**config.mk**
```make
export PLATFORM = sky130hd
export DESIGN_NAME = cbus_burst_arbiter
export DESIGN_NICKNAME = d
export VERILOG_FILES = /design/src/rtl/cbus_burst_arbiter.sv
export SDC_FILE = /design/constraint.sdc
export NUM_CORES = 1
export LEC_CHECK = 0
export CORE_AREA = 5 5 210 212
export CTS_BUF_LIST = sky130_fd_sc_hd__clkbuf_16
export DETAILED_ROUTE_END_ITERATION = 7
export DIE_AREA = 0 0 215 217
export GPL_TIMING_DRIVEN = 0
export SETUP_SLACK_MARGIN = 0.02
export SLEW_MARGIN = 20
export SYNTH_ARGS = -nofsm -noshare
export SYNTH_HDL_FRONTEND = slang
export SYNTH_SLANG_ARGS = --single-unit
```
**constraint.sdc**
```tcl
create_clock -name clk -period 3.2 [get_ports clk]
set_input_delay 0.64 -clock clk [delete_from_list [all_inputs] [get_ports clk]]
set_output_delay 0.64 -clock clk [all_outputs]
set_load 0.03 [all_outputs]
```
**src/rtl/cbus_burst_arbiter.sv**
```systemverilog
// rtl/cbus_burst_arbiter.sv - round-robin burst arbiter sharing one memory-side cbus between requesters
package cbus_pkg;
  // Burst length codes: the value is the beat count minus one.
  localparam logic [3:0] MLEN1  = 4'd0;
  localparam logic [3:0] MLEN2  = 4'd1;
  localparam logic [3:0] MLEN4  = 4'd3;
  localparam logic [3:0] MLEN8  = 4'd7;
  localparam logic [3:0] MLEN16 = 4'd15;

  typedef struct packed {
    logic        valid;
    logic        is_write;
    logic [31:0] addr;
    logic [2:0]  size;
    logic [3:0]  len;
    logic [7:0]  strobe;
    logic [63:0] data;
  } cbus_req_t;

  typedef struct packed {
    logic        ready;
    logic        last;
    logic [63:0] data;
  } cbus_resp_t;
endpackage

module cbus_burst_arbiter
  import cbus_pkg::*;
#(
  parameter  int NUM_PORTS = 2,
  localparam int IDX_W     = (NUM_PORTS > 1) ? $clog2(NUM_PORTS) : 1
) (
  input  logic             clk,
  input  logic             reset,
  input  cbus_req_t        ireqs  [NUM_PORTS],
  output cbus_resp_t       iresps [NUM_PORTS],
  output cbus_req_t        oreq,
  input  cbus_resp_t       oresp,
  output logic             busy,
  output logic [IDX_W-1:0] grant_idx,
  output logic             proto_err
);

  localparam logic [0:0] S_IDLE = 1'b0;
  localparam logic [0:0] S_BUSY = 1'b1;

  logic [0:0]       state;
  logic [IDX_W-1:0] sel;
  logic [IDX_W-1:0] last_grant;
  logic [4:0]       beat_cnt;
  logic             pick_found;
  logic [IDX_W-1:0] pick_idx;

  assign busy      = (state == S_BUSY);
  assign grant_idx = sel;

  // Round-robin pick: first valid port after the last one served, wrapping around.
  always_comb begin
    pick_found = 1'b0;
    pick_idx   = '0;
    for (int k = 1; k <= NUM_PORTS; k++) begin
      if (!pick_found && ireqs[(int'(last_grant) + k) % NUM_PORTS].valid) begin
        pick_found = 1'b1;
        pick_idx   = IDX_W'((int'(last_grant) + k) % NUM_PORTS);
      end
    end
  end

  // Pass-through muxing: only the granted port sees the bus while a burst is in progress.
  always_comb begin
    oreq = '0;
    for (int i = 0; i < NUM_PORTS; i++) begin
      iresps[i] = '0;
    end
    if (state == S_BUSY) begin
      oreq        = ireqs[sel];
      iresps[sel] = oresp;
    end
  end

  // Grant FSM, beat counter and sticky protocol-error flag.
  always_ff @(posedge clk) begin
    if (reset) begin
      state      <= S_IDLE;
      sel        <= '0;
      last_grant <= IDX_W'(NUM_PORTS - 1);
      beat_cnt   <= '0;
      proto_err  <= 1'b0;
    end else begin
      // A ready beat with nothing outstanding means memory is out of step with us.
      if (oresp.ready && !oreq.valid) begin
        proto_err <= 1'b1;
      end
      case (state)
        S_IDLE: begin
          if (pick_found) begin
            sel      <= pick_idx;
            beat_cnt <= '0;
            state    <= S_BUSY;
          end
        end
        S_BUSY: begin
          if (!ireqs[sel].valid) begin
            // Requester abandoned the burst; release without flagging an error.
            last_grant <= sel;
            state      <= S_IDLE;
          end else begin
            if (oresp.ready) begin
              beat_cnt <= beat_cnt + 5'd1;
            end
            if (oresp.ready && oresp.last) begin
              // Beats seen including this one must equal len+1.
              if (beat_cnt != {1'b0, ireqs[sel].len}) begin
                proto_err <= 1'b1;
              end
              last_grant <= sel;
              state      <= S_IDLE;
            end
          end
        end
        default: state <= S_IDLE;
      endcase
    end
  end

endmodule
```
==> impl_table.tex, run 1 <==
\begin{tabular}{lr}
\hline
Metric & Value \\
\hline
\multicolumn{2}{l}{\textbf{Run status}} \\
Status & completed \\
\multicolumn{2}{l}{\textbf{Worst hold path}} \\
Classification of the worst-slack hold path & flop to flop \\
\multicolumn{2}{l}{\textbf{Die}} \\
Core footprint & 41760 um\^{}2 \\
Ports placed on the boundary & 542 \\
Initial core utilization & 0.08075 \\
Die height & 217 um \\
Die X & 215 um \\
Number of placement rows & 75 \\
Die area & 46660 um\^{}2 \\
\multicolumn{2}{l}{\textbf{Clock tree}} \\
Clock-pin slew reported for the worst setup and hold paths after clock tree synthesis & 0.04 ns \\
Clock tree root buffer cell & clkbuf\_16 \\
Latest clock arrival within the worst-skew pair & 0.24 ns \\
Max Root-Sink Buffers & 2 \\
CTS tree & built \\
Clock sink total & 9 \\
H-tree level count & 1 \\
Total setup buffers inserted after CTS & 0 \\
Number of buffers inserted during clock tree synthesis & 3 \\
\multicolumn{2}{l}{\textbf{Yosys}} \\
Cell types with the largest area share after synthesis & mux2i\_1 34\%, nor2b\_1 21\%, and2\_1 12\%, and3\_1 12\%, dfxtp\_1 5.3\% \\
Synthesized flop and latch total & 9 \\
Syn Nets & 755 \\
Count of flip-flops with a built-in enable after synthesis & 0 \\
Dominant cell type by area after synthesis & mux2i\_1 \\
Top-area cell type share of the netlist area & 0.3354 \\
Post-synthesis instance area & 3372 um\^{}2 \\
Most used DFF post-synth & dfxtp\_1 \\
Share of synthesized registers carrying an async set or reset & 0 \\
Most frequent cells after synthesis & 113 x mux2i\_1, 112 x nor2b\_1, 67 x and2\_1 \\
Most frequently used cell type in the post-synthesis netlist & mux2i\_1 \\
Warning count from the yosys run & 0 \\
Number of unique standard cell types used by synthesis & 34 \\
Proportion of synthesized chip area in sequential cells & 0.05343 \\
Synthesized instance count & 460 \\
Syn Area/Cell & 7.330 um\^{}2 \\
\multicolumn{2}{l}{\textbf{Worst setup path}} \\
Crit path kind & flop to primary output \\
Worst-path maximum fanout & 10 \\
Startpoint type of the worst setup path & flop \\
Data required, critical path & 2.56 ns \\
Crit path DAT & 2.42 ns \\
Category of the worst setup path capture point & primary output \\
\multicolumn{2}{l}{\textbf{Drt}} \\
Starting DRT DRC Count & 196 \\
Drt drc & 0 \\
Routed Antenna Nets & 0 \\
Wire length after detailed routing & 26330 um \\
Average wire length per cell after detail routing & 17.06 um \\
Via count normalized by instance count & 3.502 \\
Vias & 5404 \\
Detailed-routing iteration count for the pre-antenna-repair pass & 4 \\
\multicolumn{2}{l}{\textbf{STA}} \\
RSZ-0062 raised after global routing & no \\
Final Hold Slack & 0.4939 ns \\
FMAX & 326.3 MHz \\
Share of the clock period used by the worst path after layout & 0.9577 \\
\# setup viols final & 0 \\
Max transition margin & 0.5888 \\
Min Tclk post-route & 3.065 ns \\
Final hold vios & 0 \\
Clock Skew & 0.004665 ns \\
Pins over their slew limit & 0 \\
Worst slew pin tran & 0.6168 ns \\
\multicolumn{2}{l}{\textbf{Power and ir drop}} \\
Share of total power consumed by net switching & 0.4431 \\
Sequential share of power & 0.063 \\
Overall power & 1.977 mW \\
Lkg Pwr & 3.993 nW \\
Logic pwr share & 0.826 \\
Areal power density over the cells & 206.2 nW/um\^{}2 \\
Net switching power of the design & 0.8762 mW \\
Internal power summed over all cells & 1.101 mW \\
Clk pwr share & 0.111 \\
Highest ir drop seen on vdd & 0.1134 mV \\
\multicolumn{2}{l}{\textbf{Place}} \\
Final HPWL DP & 23140 um \\
Number of port buffers & 540 \\
Routability cong. & 0.8571 \\
\multicolumn{2}{l}{\textbf{Run}} \\
Maximum capacitance violations & 0 \\
\multicolumn{2}{l}{\textbf{Global routing}} \\
Total global-route track usage & 0.1022 \\
Number of antenna violations at the first check in global routing & 1 \\
Maximum number of pins on one net before global-route repair & 11 \\
First-pass GRT wire length & 37050 um \\
Via count of the first global-routing pass & 5746 \\
Remaining Overflow, GRT & 0 \\
\multicolumn{2}{l}{\textbf{Final layout}} \\
Final \#Nets & 1300 \\
Antenna diode instance count & 0 \\
Fraction of final layout cells sized beyond drive strength 1 & 0.03685 \\
Area growth syn-to-layout & 184.4\% \\
\hline
\end{tabular}
## sequential cells by signal, summed over array words and instances, names as in the netlist
| signal | cells |
|---|---|
| beat_cnt | 5 |
| busy | 1 |
| grant_idx | 1 |
| last_grant | 1 |
| proto_err | 1 |
## routing by layer
metal  share of wire  GRT usage  vias up
li1                -          -     2650
met1            0.40     0.1195     2458
met2            0.51     0.1928      280
met3           0.080    0.02932       16
met4          0.0073   0.008108        0
met5               0          0        -
## stage by stage
stage	util	instances	cell area, um^2	setup TNS (ns)	worst slack, ns
final	0.2296	1543	9589	0	0.1354
after global routing	0.2296	1543	9589	0	0.02563
after CTS	0.2282	1543	9529	0	0.02393
after detailed placement	0.2263	1539	9452	-4.067	-0.4352
after global placement	0.2263	1539	9452	-4.366	-0.4471
after floorplan	-	460	3372	0	0.9572
## layout make-up
type / instances / area [um^2]
fill: 4635 / 32170
inverter: 4 / 15.01
clock buffer: 3 / 75.07
timing repair buffer: 540 / 5443
multi-input combinational: 399 / 2948
clock inverter: 1 / 3.754
sequential: 9 / 180.2
tap: 539 / 674.4
buffer: 48 / 250.2
## final timing paths
kind | from | end | slack (ns) | cells past startpoint
worst max-delay path | busy | iresps[111] | 0.14 | 5
worst min-delay path | last_grant | last_grant | 0.49 | 2
worst max register to register | grant_idx | proto_err | 1.29 | 5
worst min register to register | last_grant | last_grant | 0.49 | 2
## logic make-up after synthesis
group | Yosys count | share of synthesized area
AND/OR/NAND/NOR | 264 | 0.4835
multiplexers | 115 | 0.3429
buffers and inverters | 52 | 0.07347
AO/OA/AOI/OAI | 16 | 0.03526
flip-flops | 9 | 0.05343
XOR/XNOR | 3 | 0.007794
adder cells (fa/ha/maj) | 1 | 0.003710
## power groups by stage
stage	clock network (mW)	logic [mW]	registers [mW]
floorplan	0	0.759	0.131
global placement	0	1.64	0.126
detailed placement	0	1.65	0.127
CTS	0.224	1.65	0.125
global route	0.234	1.73	0.126
finish	0.219	1.63	0.125
## cells in the final DEF, fill, tap and decap left out, drive strengths merged, types with 4 or more instances in the layout
| master | count |
|---|---|
| clkdlybuf4s50 | 504 |
| mux2i | 114 |
| nor2b | 113 |
| and2 | 67 |
| and3 | 66 |
| clkbuf | 35 |
| dlymetal6s2s | 22 |
| buf | 16 |
| dlygate4sd2 | 14 |
| dfxtp | 9 |
| nand2 | 7 |
| inv | 5 |
| nor2 | 4 |
| a21oi | 4 |
## critical path: stages, from the launching register on
cell and delay, ns:
dfxtp_1 0.49, nor2b_2 0.23, buf_2 0.28, clkbuf_1 0.31, and2_1 0.20, clkdlybuf4s50_1 0.68
## repair_timing
action / 4_1_cts / 5_1_grt
resized for setup: 22 / 31
pin swaps: 0 / 0
setup endpoints to repair: 218 / 57
hold buffers: 0 / 0
(Power assumes the default switching activity.)
==> inputs of run 2 (changes only) <==
Settings changed: CORE_AREA 5 5 210 212 to 5 5 207 209, DIE_AREA 0 0 215 217 to 0 0 212 214.
Clock period 3.2 ns to 3.25 ns, I/O delays scaled along.
==> run 2 against run 1 <==
- global-route usage shrank 0.43 points
- wire length shrank 5.6%
- first-iteration DRC count grew 9.2%
- design area grew 0.14%
- register-to-register slack gained 0.28 ns
- die area shrank 2.8%
- via count shrank 0.74%
- combinational power is essentially flat
- sequential share of layout area is essentially flat
- flip-flop and latch count is the same
- final cell count shrank 0.45%
- highest routed layer unchanged
==> impl_table.tex, run 2 (same netlist as run 1, synthesis figures left out) <==
\begin{tabular}{lr}
\hline
Metric & Value \\
\hline
\multicolumn{2}{l}{\textbf{Clock tree}} \\
Total setup buffers inserted after CTS & 0 \\
Hold-fix buffers at CTS & 0 \\
H-tree level count & 1 \\
Clock-pin slew reported for the worst setup and hold paths after clock tree synthesis & 0.04 ns \\
CTS tree & built \\
Max Root-Sink Buffers & 2 \\
Latest clock arrival within the worst-skew pair & 0.23 ns \\
Clock sink total & 9 \\
Number of buffers inserted during clock tree synthesis & 3 \\
Clock tree root buffer cell & clkbuf\_16 \\
\multicolumn{2}{l}{\textbf{Die}} \\
Core footprint & 40650 um\^{}2 \\
Die area & 45370 um\^{}2 \\
Ports placed on the boundary & 542 \\
Initial core utilization & 0.08296 \\
Die X & 212 um \\
Number of placement rows & 74 \\
Die height & 214 um \\
\multicolumn{2}{l}{\textbf{Global routing}} \\
Total global-route track usage & 0.09789 \\
Maximum number of pins on one net before global-route repair & 11 \\
Number of antenna violations at the first check in global routing & 0 \\
Via count of the first global-routing pass & 5584 \\
First-pass GRT wire length & 34750 um \\
Remaining Overflow, GRT & 0 \\
\multicolumn{2}{l}{\textbf{Drt}} \\
Routed Antenna Nets & 0 \\
Average wire length per cell after detail routing & 16.18 um \\
Vias & 5364 \\
Wire length after detailed routing & 24860 um \\
Drt drc & 0 \\
Via count normalized by instance count & 3.492 \\
Detailed-routing iteration count for the pre-antenna-repair pass & 4 \\
Starting DRT DRC Count & 214 \\
\multicolumn{2}{l}{\textbf{Final layout}} \\
Commonest non-fill, non-tap cell in the layout & clkdlybuf4s50\_1 \\
Register bank with the most flops & beat\_cnt \\
Area growth syn-to-layout & 184.8\% \\
Most frequent cells in the layout & 508 x clkdlybuf4s50\_1, 113 x mux2i\_1, 112 x nor2b\_1, 67 x and2\_1, 66 x and3\_1 \\
Final non-filler cell total & 1536 \\
Number of flip-flops in the largest register & 5 \\
Antenna diode instance count & 0 \\
Final \#Nets & 1300 \\
Fraction of final layout cells sized beyond drive strength 1 & 0.03386 \\
\multicolumn{2}{l}{\textbf{Worst setup path}} \\
Ordered list of cells on the worst path & buf\_6, buf\_4, buf\_4, clkbuf\_2, and3\_1, clkdlybuf4s50\_1 \\
Reg2reg setup slack & 1.57 ns \\
Critical Path Slowest Stage Cell & clkdlybuf4s50\_1 \\
Longest individual stage delay on the worst path & 0.67 ns \\
Startpoint type of the worst setup path & flop \\
Kind of cell adding the most delay to the critical path & buffers and inverters \\
Crit-path most repeated cell & buf\_4 \\
Crit path kind & flop to primary output \\
Crit path DAT & 2.47 ns \\
Category of the worst setup path capture point & primary output \\
Data required, critical path & 2.60 ns \\
Worst-path maximum fanout & 10 \\
Sum of buffers and inverters on the critical path & 5 \\
\multicolumn{2}{l}{\textbf{Power and ir drop}} \\
Clk pwr share & 0.110 \\
Lkg Pwr & 4.075 nW \\
Overall power & 1.935 mW \\
Share of total power consumed by net switching & 0.4393 \\
Highest ir drop seen on vdd & 0.1417 mV \\
Net switching power of the design & 0.8499 mW \\
Internal power summed over all cells & 1.085 mW \\
Areal power density over the cells & 201.5 nW/um\^{}2 \\
Logic pwr share & 0.827 \\
Sequential share of power & 0.063 \\
\multicolumn{2}{l}{\textbf{STA}} \\
Post-route setup slack & 0.1311 ns \\
RSZ-0062 raised after global routing & no \\
Final hold vios & 0 \\
Setup TNS & 0 ns \\
FMAX & 320.6 MHz \\
Worst slew pin tran & 0.4677 ns \\
Pins over their slew limit & 0 \\
Min Tclk post-route & 3.119 ns \\
Max transition margin & 0.6882 \\
Share of the clock period used by the worst path after layout & 0.9597 \\
Clock Skew & 0.0004208 ns \\
\# setup viols final & 0 \\
\multicolumn{2}{l}{\textbf{Place}} \\
Number of port buffers & 540 \\
Post-placement cell count & 1532 \\
Pre-CTS worst setup slack & -0.2376 ns \\
Final HPWL DP & 21990 um \\
Routability cong. & 0.8435 \\
\multicolumn{2}{l}{\textbf{Worst hold path}} \\
Classification of the worst-slack hold path & flop to flop \\
\multicolumn{2}{l}{\textbf{Run status}} \\
Status & completed \\
\multicolumn{2}{l}{\textbf{Run}} \\
Maximum capacitance violations & 0 \\
\hline
\end{tabular}
## run 2: cell types whose count changed in the layout (fill, tap and decap cells not counted), sizes merged
cell,delta
clkdlybuf4s50,+4
clkbuf,-1
dlymetal6s2s,+8
dlygate4sd2,-12
buf,+1
## run 2: what timing repair did
item	CTS	global route
endpoints found under the hold margin	0	0
endpoints found under the setup margin	152	45
resized for setup	6	38
## run 2: worst reg2reg max path: cells and delay by family, from the launching register on
family	cells	cell delay, ns
muxes	1	0.40
buffers and inverters	1	0.20
xor gates and xnor gates	1	0.12
and+or+nand+nor	1	0.34
AOI/OAI and AO/OA	1	0.12
DFF	1	0.37
## run 2: power groups by stage
stage	clock, mW	sequential, mW	combinational [mW]
final	0.213	0.122	1.60
after global routing	0.220	0.123	1.69
after CTS	0.215	0.122	1.62
after detailed placement	0	0.124	1.61
after global placement	0	0.124	1.61
after floorplan	0	0.129	0.747
## run 2: final cells by class
cell class,instances,area (um^2)
plain buffers,48,241.5
clock buffers,3,75.07
clock inverters,1,3.754
fillers,4449,31040
inverters,4,15.01
multi-input cells,399,2944
flip-flops and latches,9,180.2
well taps,532,665.6
repair buffers,540,5478
## run 2: worst paths after layout
path | endpoint | start | depth (start not counted)
min reg2reg | last_grant | last_grant | 2
max reg2reg | proto_err | grant_idx | 5
min | last_grant | last_grant | 2
max | iresps[29] | grant_idx | 6
## run 2: layer usage
metal,wire [um],part of all wire,up-vias,track usage
met1,9504,0.38,2426,0.1104
met5,0,0,-,0
met3,2027,0.082,16,0.02019
met2,12980,0.52,274,0.1881
li1,-,-,2648,-
met4,345,0.014,0,0.01911
## run 2: per-stage QoR
step	area (um^2)	hold WS, ns	util
final	9603	0.4752	0.2363
after floorplan	3372	0.4414	-
after CTS	9524	0.4810	0.2343
after detailed placement	9443	0.4708	0.2323
after global routing	9603	0.4892	0.2363
after global placement	9443	0.4608	0.2323
==> inputs of run 3 (changes only) <==
Settings changed: ABC_CLOCK_PERIOD_IN_PS set to 3250, CORE_AREA 5 5 207 209 to 2 2 210 212.
==> run 3 against run 2 <==
- utilization decreased by 1.1 points
- highest routed layer is now met5
- largest power group unchanged
- combinational power about the same
- critical path type unchanged
- non-clock buffer count unchanged
==> impl_table.tex, run 3 (same netlist as run 1, synthesis figures left out) <==
\begin{tabular}{lr}
\hline
Metric & Value \\
\hline
\multicolumn{2}{l}{\textbf{Final layout}} \\
Final non-filler cell total & 1591 \\
Final \#Nets & 1300 \\
Commonest non-fill, non-tap cell in the layout & clkdlybuf4s50\_1 \\
Most frequent cells in the layout & 523 x clkdlybuf4s50\_1, 112 x mux2i\_1, 112 x nor2b\_1, 67 x and2\_1, 66 x and3\_1 \\
Area of combinational cells with multiple inputs & 2948 um\^{}2 \\
Number of flip-flops in the largest register & 5 \\
Final standard cell utilization of the core & 0.2249 \\
Register area & 180.2 um\^{}2 \\
Register bank with the most flops & beat\_cnt \\
Fraction of final layout cells sized beyond drive strength 1 & 0.03586 \\
Filler instances & 4717 \\
Final design area excluding fillers & 9644 um\^{}2 \\
Area growth syn-to-layout & 186.0\% \\
\multicolumn{2}{l}{\textbf{Die}} \\
Die X & 212 um \\
Ports placed on the boundary & 542 \\
Number of placement rows & 76 \\
Die area & 45370 um\^{}2 \\
Die height & 214 um \\
Initial core utilization & 0.07863 \\
Core footprint & 42890 um\^{}2 \\
\multicolumn{2}{l}{\textbf{STA}} \\
Max transition margin & 0.6611 \\
\# setup viols final & 0 \\
Worst slew pin tran & 0.4942 ns \\
RSZ-0062 raised after global routing & no \\
Setup TNS & 0 ns \\
Post-route setup slack & 0.1834 ns \\
Clock Skew & 0.001144 ns \\
Final Hold Slack & 0.4846 ns \\
Share of the clock period used by the worst path after layout & 0.9436 \\
Final hold vios & 0 \\
FMAX & 326.1 MHz \\
Min Tclk post-route & 3.067 ns \\
Pins over their slew limit & 0 \\
\multicolumn{2}{l}{\textbf{Worst setup path}} \\
Worst-path maximum fanout & 10 \\
Data required, critical path & 2.60 ns \\
Startpoint type of the worst setup path & flop \\
Crit path kind & flop to primary output \\
Category of the worst setup path capture point & primary output \\
Crit path DAT & 2.42 ns \\
\multicolumn{2}{l}{\textbf{Clock tree}} \\
Latest clock arrival within the worst-skew pair & 0.24 ns \\
Hold-fix buffers at CTS & 0 \\
Clock tree root buffer cell & clkbuf\_16 \\
CTS tree & built \\
Total setup buffers inserted after CTS & 0 \\
H-tree level count & 1 \\
Clock sink total & 9 \\
Clock-pin slew reported for the worst setup and hold paths after clock tree synthesis & 0.04 ns \\
Number of buffers inserted during clock tree synthesis & 3 \\
Max Root-Sink Buffers & 2 \\
\multicolumn{2}{l}{\textbf{Place}} \\
Final HPWL DP & 21770 um \\
Routability cong. & 0.9123 \\
Post-placement cell count & 1585 \\
Total placed instance area & 9509 um\^{}2 \\
Pre-CTS worst setup slack & -0.4564 ns \\
Number of port buffers & 540 \\
\multicolumn{2}{l}{\textbf{Run}} \\
Maximum capacitance violations & 0 \\
\multicolumn{2}{l}{\textbf{Drt}} \\
Routed Antenna Nets & 0 \\
Vias & 5425 \\
Detailed-routing iteration count for the pre-antenna-repair pass & 4 \\
Via count normalized by instance count & 3.410 \\
Wire length after detailed routing & 25070 um \\
Drt drc & 0 \\
Average wire length per cell after detail routing & 15.76 um \\
Starting DRT DRC Count & 215 \\
\multicolumn{2}{l}{\textbf{Global routing}} \\
First-pass GRT wire length & 34310 um \\
Total global-route track usage & 0.1005 \\
Maximum number of pins on one net before global-route repair & 11 \\
Via count of the first global-routing pass & 5432 \\
Remaining Overflow, GRT & 0 \\
Number of antenna violations at the first check in global routing & 2 \\
\multicolumn{2}{l}{\textbf{Worst hold path}} \\
Classification of the worst-slack hold path & flop to flop \\
\multicolumn{2}{l}{\textbf{Power and ir drop}} \\
Lkg Pwr & 3.799 nW \\
Overall power & 1.947 mW \\
Highest ir drop seen on vdd & 0.09398 mV \\
Areal power density over the cells & 201.9 nW/um\^{}2 \\
\multicolumn{2}{l}{\textbf{Run status}} \\
Status & completed \\
\hline
\end{tabular}
## run 3: changes by cell type in the layout (fill, tap and decap cells not counted), sizes merged
cell / change
buf: -2
clkbuf: +2
clkdlybuf4s50: +15
diode: +2
dlygate4sd2: +1
dlymetal6s2s: -16
## run 3: report_power, final
part	switching, mW	total, mW	internal (mW)	leakage [nW]
combinational	0.799	1.61	0.810	3.68
clock	0.0556	0.217	0.161	0.0423
sequential	0.00548	0.122	0.117	0.0737
total	0.860	1.95	1.09	3.80
## run 3: area by class of cell
type                       count  area share
sequential                     9     0.01868
antenna                        2   0.0005189
timing repair buffer         540      0.5637
inverter                       4    0.001557
tap                          585     0.07590
multi-input combinational    399      0.3057
clock inverter                 1   0.0003892
clock buffer                   3    0.007784
buffer                        48     0.02582
## run 3: what timing repair did
| item | 4_1_cts | 5_1_grt |
|---|---|---|
| endpoints found under the hold margin | 0 | 0 |
| pin swaps | 0 | 0 |
| cloned | 0 | 0 |
| resized for setup | 12 | 18 |
| endpoints found under the setup margin | 212 | 23 |
## run 3: path summary, 6_finish.rpt
kind,startpoint,to,slack (ns),cells after the start
worst min register to register,proto_err,proto_err,0.48,2
worst max-delay path,busy,iresps[45],0.18,4
worst min-delay path,proto_err,proto_err,0.48,2
worst max register to register,grant_idx,proto_err,1.44,5
## run 3: layer usage
metal  wire (um)  global-route usage  vias to the layer above
met1        9883              0.1179                     2477
met3        2388             0.02580                       18
li1            -                   -                     2651
met5          13                   0                        -
met4         206             0.01338                        2
met2       12570              0.1856                      277
## run 3: critical path, cell delays in order (launching register included)
cell and delay [ns]:
dfxtp_1 0.44, clkbuf_2 0.37, clkbuf_1 0.42, and3_1 0.26, clkdlybuf4s50_1 0.69
